$ cat src/rtl/fifo_pkg.sv
// rtl/fifo_pkg.sv - shared async FIFO constants and Gray/binary helpers
package fifo_pkg;

    localparam int DEFAULT_ADDR_WIDTH = 3;

    // Zero-extended operands leave the upper bits of either conversion at zero,
    // so one 32-bit version serves every pointer width.
    function automatic logic [31:0] bin2gray(input logic [31:0] b);
        return b ^ (b >> 1);
    endfunction

    function automatic logic [31:0] gray2bin(input logic [31:0] g);
        logic [31:0] b;
        b = '0;
        for (int i = 0; i < 32; i++) begin
            b[i] = ^(g >> i);
        end
        return b;
    endfunction

endpackage

$ cat src/rtl/wptr_full_ctrl_if.sv
// rtl/wptr_full_ctrl_if.sv - write-side request/status bundle for the FIFO write controller
interface wptr_full_ctrl_if import fifo_pkg::*; #(
    parameter int ADDR_WIDTH = DEFAULT_ADDR_WIDTH
);
    logic                  winc;
    logic                  ovf_clr;
    logic [ADDR_WIDTH:0]   rptr_sync;
    logic                  wen;
    logic [ADDR_WIDTH-1:0] waddr;
    logic [ADDR_WIDTH:0]   wptr;
    logic                  full;
    logic                  almost_full;
    logic [ADDR_WIDTH:0]   wlevel;
    logic                  overflow;

    modport master (
        output winc, ovf_clr, rptr_sync,
        input  wen, waddr, wptr, full, almost_full, wlevel, overflow
    );

    modport slave (
        input  winc, ovf_clr, rptr_sync,
        output wen, waddr, wptr, full, almost_full, wlevel, overflow
    );
endinterface

$ cat src/rtl/gray2bin.sv
// rtl/gray2bin.sv - combinational Gray-to-binary converter (XOR prefix from the MSB)
module gray2bin #(
    parameter int W = 4
) (
    input  logic [W-1:0] gray,
    output logic [W-1:0] bin
);
    always_comb begin
        bin = '0;
        for (int i = 0; i < W; i++) begin
            bin[i] = ^(gray >> i);
        end
    end
endmodule

$ cat src/rtl/wptr_full_ctrl.sv
// rtl/wptr_full_ctrl.sv - write pointer, full/almost_full, fill level and sticky overflow
module wptr_full_ctrl import fifo_pkg::*; #(
    parameter int ADDR_WIDTH   = DEFAULT_ADDR_WIDTH,
    parameter int AFULL_THRESH = 6
) (
    input logic             wclk,
    input logic             rst_n,
    wptr_full_ctrl_if.slave bus
);
    localparam int AW = ADDR_WIDTH;
    localparam int PW = ADDR_WIDTH + 1;

    logic [AW:0]   wbin;
    logic [AW:0]   wbin_next;
    logic [AW:0]   wgray_next;
    logic [AW:0]   rbin_sync;
    logic [AW:0]   level_next;
    logic          full_next;
    logic          afull_next;
    logic          accept;

    logic [AW:0]   wptr_q;
    logic [AW-1:0] waddr_q;
    logic [AW:0]   wlevel_q;
    logic          full_q;
    logic          afull_q;
    logic          ovf_q;

    gray2bin #(.W(PW)) u_rgray2bin (
        .gray (bus.rptr_sync),
        .bin  (rbin_sync)
    );

    assign accept     = bus.winc & ~full_q;
    assign wbin_next  = wbin + {{AW{1'b0}}, accept};
    assign wgray_next = PW'(bin2gray(32'(wbin_next)));
    assign level_next = wbin_next - rbin_sync;

    // Full when the write Gray pointer is one lap ahead: top two bits inverted.
    assign full_next  = (wgray_next == {~bus.rptr_sync[AW:AW-1], bus.rptr_sync[AW-2:0]});
    assign afull_next = (32'(level_next) >= AFULL_THRESH);

    always_ff @(posedge wclk or negedge rst_n) begin
        if (!rst_n) begin
            wbin     <= '0;
            wptr_q   <= '0;
            waddr_q  <= '0;
            full_q   <= 1'b0;
            afull_q  <= 1'b0;
            wlevel_q <= '0;
            ovf_q    <= 1'b0;
        end else begin
            wbin     <= wbin_next;
            wptr_q   <= wgray_next;
            waddr_q  <= wbin_next[AW-1:0];
            full_q   <= full_next;
            afull_q  <= afull_next;
            wlevel_q <= level_next;
            // A fresh overflow wins over a simultaneous clear.
            if (bus.winc && full_q) begin
                ovf_q <= 1'b1;
            end else if (bus.ovf_clr) begin
                ovf_q <= 1'b0;
            end
        end
    end

    assign bus.wen         = accept;
    assign bus.waddr       = waddr_q;
    assign bus.wptr        = wptr_q;
    assign bus.full        = full_q;
    assign bus.almost_full = afull_q;
    assign bus.wlevel      = wlevel_q;
    assign bus.overflow    = ovf_q;

endmodule

$ cat src/flat_wrapper.sv
// flat-port wrapper written by rule: the top's interface ports become plain ports
module wptr_full_ctrl_flat import fifo_pkg::*;
#(
    parameter int ADDR_WIDTH   = DEFAULT_ADDR_WIDTH,
    parameter int AFULL_THRESH = 6
)
  (wclk, rst_n, bus_winc, bus_ovf_clr, bus_rptr_sync, bus_wen, bus_waddr, bus_wptr, bus_full, bus_almost_full, bus_wlevel, bus_overflow);
  wptr_full_ctrl_if #(.ADDR_WIDTH(ADDR_WIDTH)) bus_i ();
  input logic wclk;
  input logic rst_n;
  input wire logic [$bits(bus_i.winc)-1:0] bus_winc;
  input wire logic [$bits(bus_i.ovf_clr)-1:0] bus_ovf_clr;
  input wire logic [$bits(bus_i.rptr_sync)-1:0] bus_rptr_sync;
  output wire logic [$bits(bus_i.wen)-1:0] bus_wen;
  output wire logic [$bits(bus_i.waddr)-1:0] bus_waddr;
  output wire logic [$bits(bus_i.wptr)-1:0] bus_wptr;
  output wire logic [$bits(bus_i.full)-1:0] bus_full;
  output wire logic [$bits(bus_i.almost_full)-1:0] bus_almost_full;
  output wire logic [$bits(bus_i.wlevel)-1:0] bus_wlevel;
  output wire logic [$bits(bus_i.overflow)-1:0] bus_overflow;
  assign bus_i.winc = bus_winc;
  assign bus_i.ovf_clr = bus_ovf_clr;
  assign bus_i.rptr_sync = bus_rptr_sync;
  assign bus_wen = bus_i.wen;
  assign bus_waddr = bus_i.waddr;
  assign bus_wptr = bus_i.wptr;
  assign bus_full = bus_i.full;
  assign bus_almost_full = bus_i.almost_full;
  assign bus_wlevel = bus_i.wlevel;
  assign bus_overflow = bus_i.overflow;
  wptr_full_ctrl #(.ADDR_WIDTH(ADDR_WIDTH), .AFULL_THRESH(AFULL_THRESH)) u_core (.wclk(wclk), .rst_n(rst_n), .bus(bus_i));
endmodule
$ cat config.mk
export PLATFORM = sky130hd
export DESIGN_NAME = wptr_full_ctrl_flat
export DESIGN_NICKNAME = d
export VERILOG_FILES = /design/src/rtl/fifo_pkg.sv /design/src/rtl/wptr_full_ctrl_if.sv /design/src/rtl/gray2bin.sv /design/src/rtl/wptr_full_ctrl.sv /design/src/flat_wrapper.sv
export SDC_FILE = /design/constraint.sdc
export NUM_CORES = 1
export LEC_CHECK = 0
export ABC_AREA = 1
export CAP_MARGIN = 20
export CELL_PAD_IN_SITES_DETAIL_PLACEMENT = 1
export CELL_PAD_IN_SITES_GLOBAL_PLACEMENT = 1
export CORE_MARGIN = 2
export CORE_UTILIZATION = 31
export CTS_BUF_LIST = sky130_fd_sc_hd__clkbuf_8
export CTS_CLUSTER_SIZE = 25
export DETAILED_ROUTE_END_ITERATION = 10
export HOLD_SLACK_MARGIN = 0.03
export PLACE_DENSITY = 0.75
export SLEW_MARGIN = 20
export SYNTH_ARGS = -nofsm -noshare
export SYNTH_HDL_FRONTEND = slang
export SYNTH_SLANG_ARGS = --single-unit
export TNS_END_PERCENT = 10
$ cat constraint.sdc
create_clock -name wclk -period 2.2 [get_ports wclk]
set_clock_uncertainty 0.2 [all_clocks]
set_input_delay 0.44 -clock wclk [delete_from_list [all_inputs] [get_ports wclk]]
set_output_delay 0.44 -clock wclk [all_outputs]
set_load 0.005 [all_outputs]
Word-level counts from Yosys, hierarchy flattened:

Index checks and enable logic that the tools add are counted.

* flip-flop bits (word level): 18
* output and inout bits: 15

* add/subtract/negate cells: 2
* $lt $le $gt $ge: 1
* equality and inequality tests: 1
* multiplexer cells: 2
* bitwise logic cells: 4
* reductions and logical operators: 6

Operator list (number)
* $reduce_xor 4->1: 4
* $add 4x1->4: 1
* $eq 4x4->1: 1
* $ge 4x3->1 const B: 1
* $sub 4x4->4: 1
* $xor 4x3->4: 1
* $mux 1: 2
* $not 2->2: 1
* $reduce_bool 2->1: 1
* $and 1x1->1: 1
* $logic_and 1x1->1: 1
* $not 1->1: 1

Longest topological paths before layout:

* depth after elaboration: 5
* mapped depth: 12

Modules after synthesis:

Synthesis repeated with hierarchy kept, for this count alone.

* cell total of the unflattened synthesis: 109
* area, all modules: 829.5 um2

By module, submodules not included
* wptr_full_ctrl: instances 1, cells each 88, area an instance 739.5 um2, sequential area each 350.3 um2
* gray2bin: instances 1, cells each 21, area an instance 90.1 um2, sequential area each 0.0 um2

Worst setup path after synthesis:

No wires, ideal clock.

* path kind: input-to-reg
* from: input port bus_winc
* to: register u_core.afull_q (netlist: u_core.bus.almost_full)
* library setup time: 125 ps
* arrival: 1895 ps
* required time: 1875 ps
* path slack: -20 ps
* stages on the path: 12
* path buffers: 0
* cells stage by stage: inv_1 > nor2_1 > ha_1 > ha_1 > inv_1 > nand2_1 > nand2_1 > ha_1 > a21oi_1 > inv_1 > nand2_1 > nand3_1

* longest elaborated chain between the ends: 4

Ends and longest elaborated chain
* start, declared: RTL line flat_wrapper.sv:11 `input wire logic [$bits(bus_i.winc)-1:0] bus_winc;`
* $and 1x1->1: RTL line wptr_full_ctrl.sv:34 `assign accept = bus.winc & ~full_q;`
* net bus_wen: RTL line flat_wrapper.sv:14 `output wire logic [$bits(bus_i.wen)-1:0] bus_wen;`
* $add 4x1->4: RTL line wptr_full_ctrl.sv:35 `assign wbin_next = wbin + {{AW{1'b0}}, accept};`
* net u_core.wbin_next[2]: RTL line wptr_full_ctrl.sv:14 `logic [AW:0] wbin_next;`
* $sub 4x4->4: RTL line wptr_full_ctrl.sv:37 `assign level_next = wbin_next - rbin_sync;`
* $ge 4x3->1: RTL line wptr_full_ctrl.sv:41 `assign afull_next = (32'(level_next) >= AFULL_THRESH);`
* net u_core.afull_next: RTL line wptr_full_ctrl.sv:19 `logic afull_next;`
* end signal, assigned: RTL line wptr_full_ctrl.sv:57 `afull_q <= afull_next;`
* end, declared: RTL line wptr_full_ctrl.sv:26 `logic afull_q;`

The timed path passes the listed nets, and every way through them passes these cells.
A chain may end at the register's enable or synchronous reset.

Worst setup path in the final report:

* from: register u_core.full_q (netlist: u_core.bus.full)
* to: output port bus_wen

* longest elaborated chain between the ends: 2

Ends and longest elaborated chain
* start, declared: RTL line wptr_full_ctrl.sv:25 `logic full_q;`
* start signal, assigned: RTL line wptr_full_ctrl.sv:56 `full_q <= full_next;`
* $not 1->1: RTL line wptr_full_ctrl.sv:34
* $and 1x1->1: RTL line wptr_full_ctrl.sv:34
* end, declared: RTL line flat_wrapper.sv:14

Every way passes these cells.

==> results.yml <==
outcome:
  status: "finished, final reports clean"
timing:
  slew_headroom: 0.562
  hold_violations: 0
  period_needed_ns: 2.13
  drv_slew: 0
  fmax_mhz: 470
  whs_ns: 0.325
  setup_viol: 0
  fin_ws_ns: 0.0736
  fin_crit_sh: 0.967
  worst_pin_slew_ns: 0.656
placed_design:
  port_buffers: 22
  dpl.hpwl_mm: 1.92
  post-place-ws_ns: -0.648
  routabilityCongestion: 0.784
global_route:
  grt_pass1_wl_mm: 4.20
  grt_max_degree: 15
  first_global_vias: 877
  grt_util_all_layers: 0.210
  antenna_found_initial: 0
  grt_overflow: 0
logic_synthesis:
  synth-seq-cells: 14
  synthDistinctLibCells: 17
  ys_warn_count: 0
  synthCells: 87
  syn-num-nets: 101
  syn_area_sq_um: 766
  ys_seq_area_frac: 0.458
  syn_area_per_cell_sq_um: 8.80
clock_network:
  cts-root-buf: "clkbuf_8"
  cts_made_buffers: 3
  tritoncts: "done"
  worstSkewPairLatency_ns: 0.25
  htreeDepth: 1
  clkSinkCount: 14
  clk_path_buf_depth: 2
  path_clk_slew_ns: 0.06
final_layout:
  antenna_cells: 0
  final_common_cell: "buf_4"
  multi_input_area_sq_um: 445
  nFillCells: 278
  regArea_sq_um: 350
  post-route-util: 0.553
  area_delta_synth_final_pct: 74.2
  drive_gt1_frac: 0.368
  nNetsFinal: 151
  final_cell_mix: "23 x buf_4, 20 x nand2_1, 18 x clkdlybuf4s50_1"
setup_path:
  cp.required_ns: 1.56
  cp_max_fo: 2
  ff2ff_setup_slack_ns: 0.15
  critPathArrivalTime_ns: 1.49
  end_kind: "primary output"
  worstSetupPathType: "reg -> out"
  crit_path_start_kind: "register"
power:
  p_leak_nw: 0.680
  p_total_mw: 2.35
  power.density_nw_per_um2: 1770
  ir_drop_mv: 0.909
routing:
  wl_per_cell_um: 16.0
  vias: 794
  avgViaCountPerCell: 4.78
  wirelength_mm: 2.66
  drtIter0Drc: 12
  firstDrtPassIters: 6
  drc: 0
  antenna_left: 0
floorplan:
  coreArea_sq_um: 2410
  die_y_um: 53.7
  die_area_sq_um: 2880
  die_w_um: 53.7
  std_cell_rows: 18
  initial_core_util: 0.318
  ios: 23
run:
  cap_violations: 0
worst_hold_path:
  hold_class: "reg -> reg"
## timing repair
item,in CTS,in global routing
setup endpoints to repair,6,6
hold buffers,0,0
buffers inserted,4,0
endpoints found under the hold margin,0,0
pin swaps,4,8
gates resized for setup,15,12
## Yosys cell counts
library cell | n | area [sq um]
fa_1 | 1 | 20.0
o21ai_0 | 1 | 5.00
nand2_2 | 2 | 12.5
xnor2_2 | 1 | 16.3
ha_1 | 5 | 62.6
dfrtp_1 | 14 | 350
nand3_1 | 15 | 75.1
inv_1 | 16 | 60.1
nor2_1 | 2 | 7.51
nand4_2 | 1 | 12.5
a21oi_1 | 1 | 5.00
nand2_1 | 22 | 82.6
o21bai_1 | 1 | 7.51
xor2_2 | 1 | 16.3
nand4_1 | 1 | 6.26
xor2_1 | 2 | 17.5
xnor2_1 | 1 | 8.76
## routing by layer
| layer | wire length (um) | part of all wire | GRT usage |
|---|---|---|---|
| met5 | 0 | 0 | 0 |
| met4 | 78 | 0.029 | 0.0940 |
| met3 | 91 | 0.034 | 0.0389 |
| met2 | 1500 | 0.56 | 0.388 |
| met1 | 996 | 0.37 | 0.229 |
## registers in the layout, summed over array words and instances, names as in the netlist
name / count
u_core.bus.almost_full: 1
u_core.bus.wptr: 3
u_core.wbin: 4
u_core.bus.wlevel: 4
u_core.bus.overflow: 1
u_core.bus.full: 1
## report_power, final
group          leakage (nW)  internal, mW  total (mW)  switching (mW)
clock network        0.0288         0.159       0.254          0.0957
registers             0.170         0.395       0.493          0.0979
logic                 0.482         0.861        1.61           0.746
total                 0.680          1.41        2.35           0.940
## through the flow
step / cells / setup TNS [ns] / area (sq um)
floorplan: 87 / 0 / 771
global placement: 158 / -2.34 / 1170
finish: 166 / 0 / 1330
detailed placement: 158 / -3.15 / 1170
global route: 166 / -0.00555 / 1330
CTS: 166 / -0.0427 / 1320
## worst max-delay path: stages, from the launching register on
cell	delay [ns]
dfrtp_1	0.41
nor2_4	0.14
buf_4	0.12
buf_4	0.08
clkdlybuf4s50_1	0.48
## final timing paths
| check | endpoint | startpoint | depth (start not counted) |
|---|---|---|---|
| max reg2reg | u_core.bus.almost_full$_DFF_PN0_ | u_core.bus.full$_DFF_PN0_ | 8 |
| max in group asynchronous | u_core.wbin[1]$_DFF_PN0_ | rst_n | 1 |
| min in group asynchronous | u_core.bus.overflow$_DFFE_PN0P_ | rst_n | 1 |
| min | u_core.bus.overflow$_DFFE_PN0P_ | u_core.bus.overflow$_DFFE_PN0P_ | 2 |
| max | bus_wen | u_core.bus.full$_DFF_PN0_ | 4 |
| min reg2reg | u_core.bus.overflow$_DFFE_PN0P_ | u_core.bus.overflow$_DFFE_PN0P_ | 2 |
## cell type report
cell class	instances	area share
Tap cell	30	0.0281
Multi-Input combinational cell	57	0.334
Inverter	16	0.0450
Sequential cell	14	0.263
Timing Repair Buffer	45	0.289
Clock buffer	4	0.0413
## logic make-up (layout without fill, tap and decap cells)
group / Yosys count / count (layout) / synth area share
adder cells (fa/ha/maj): 6 / 6 / 0.108
AND/OR/NAND/NOR: 43 / 43 / 0.257
XOR/XNOR: 5 / 5 / 0.0768
buffers and inverters: 16 / 65 / 0.0784
AO/OA/AOI/OAI: 3 / 3 / 0.0229
flip-flops: 14 / 14 / 0.458
(Power assumes the default switching activity.)
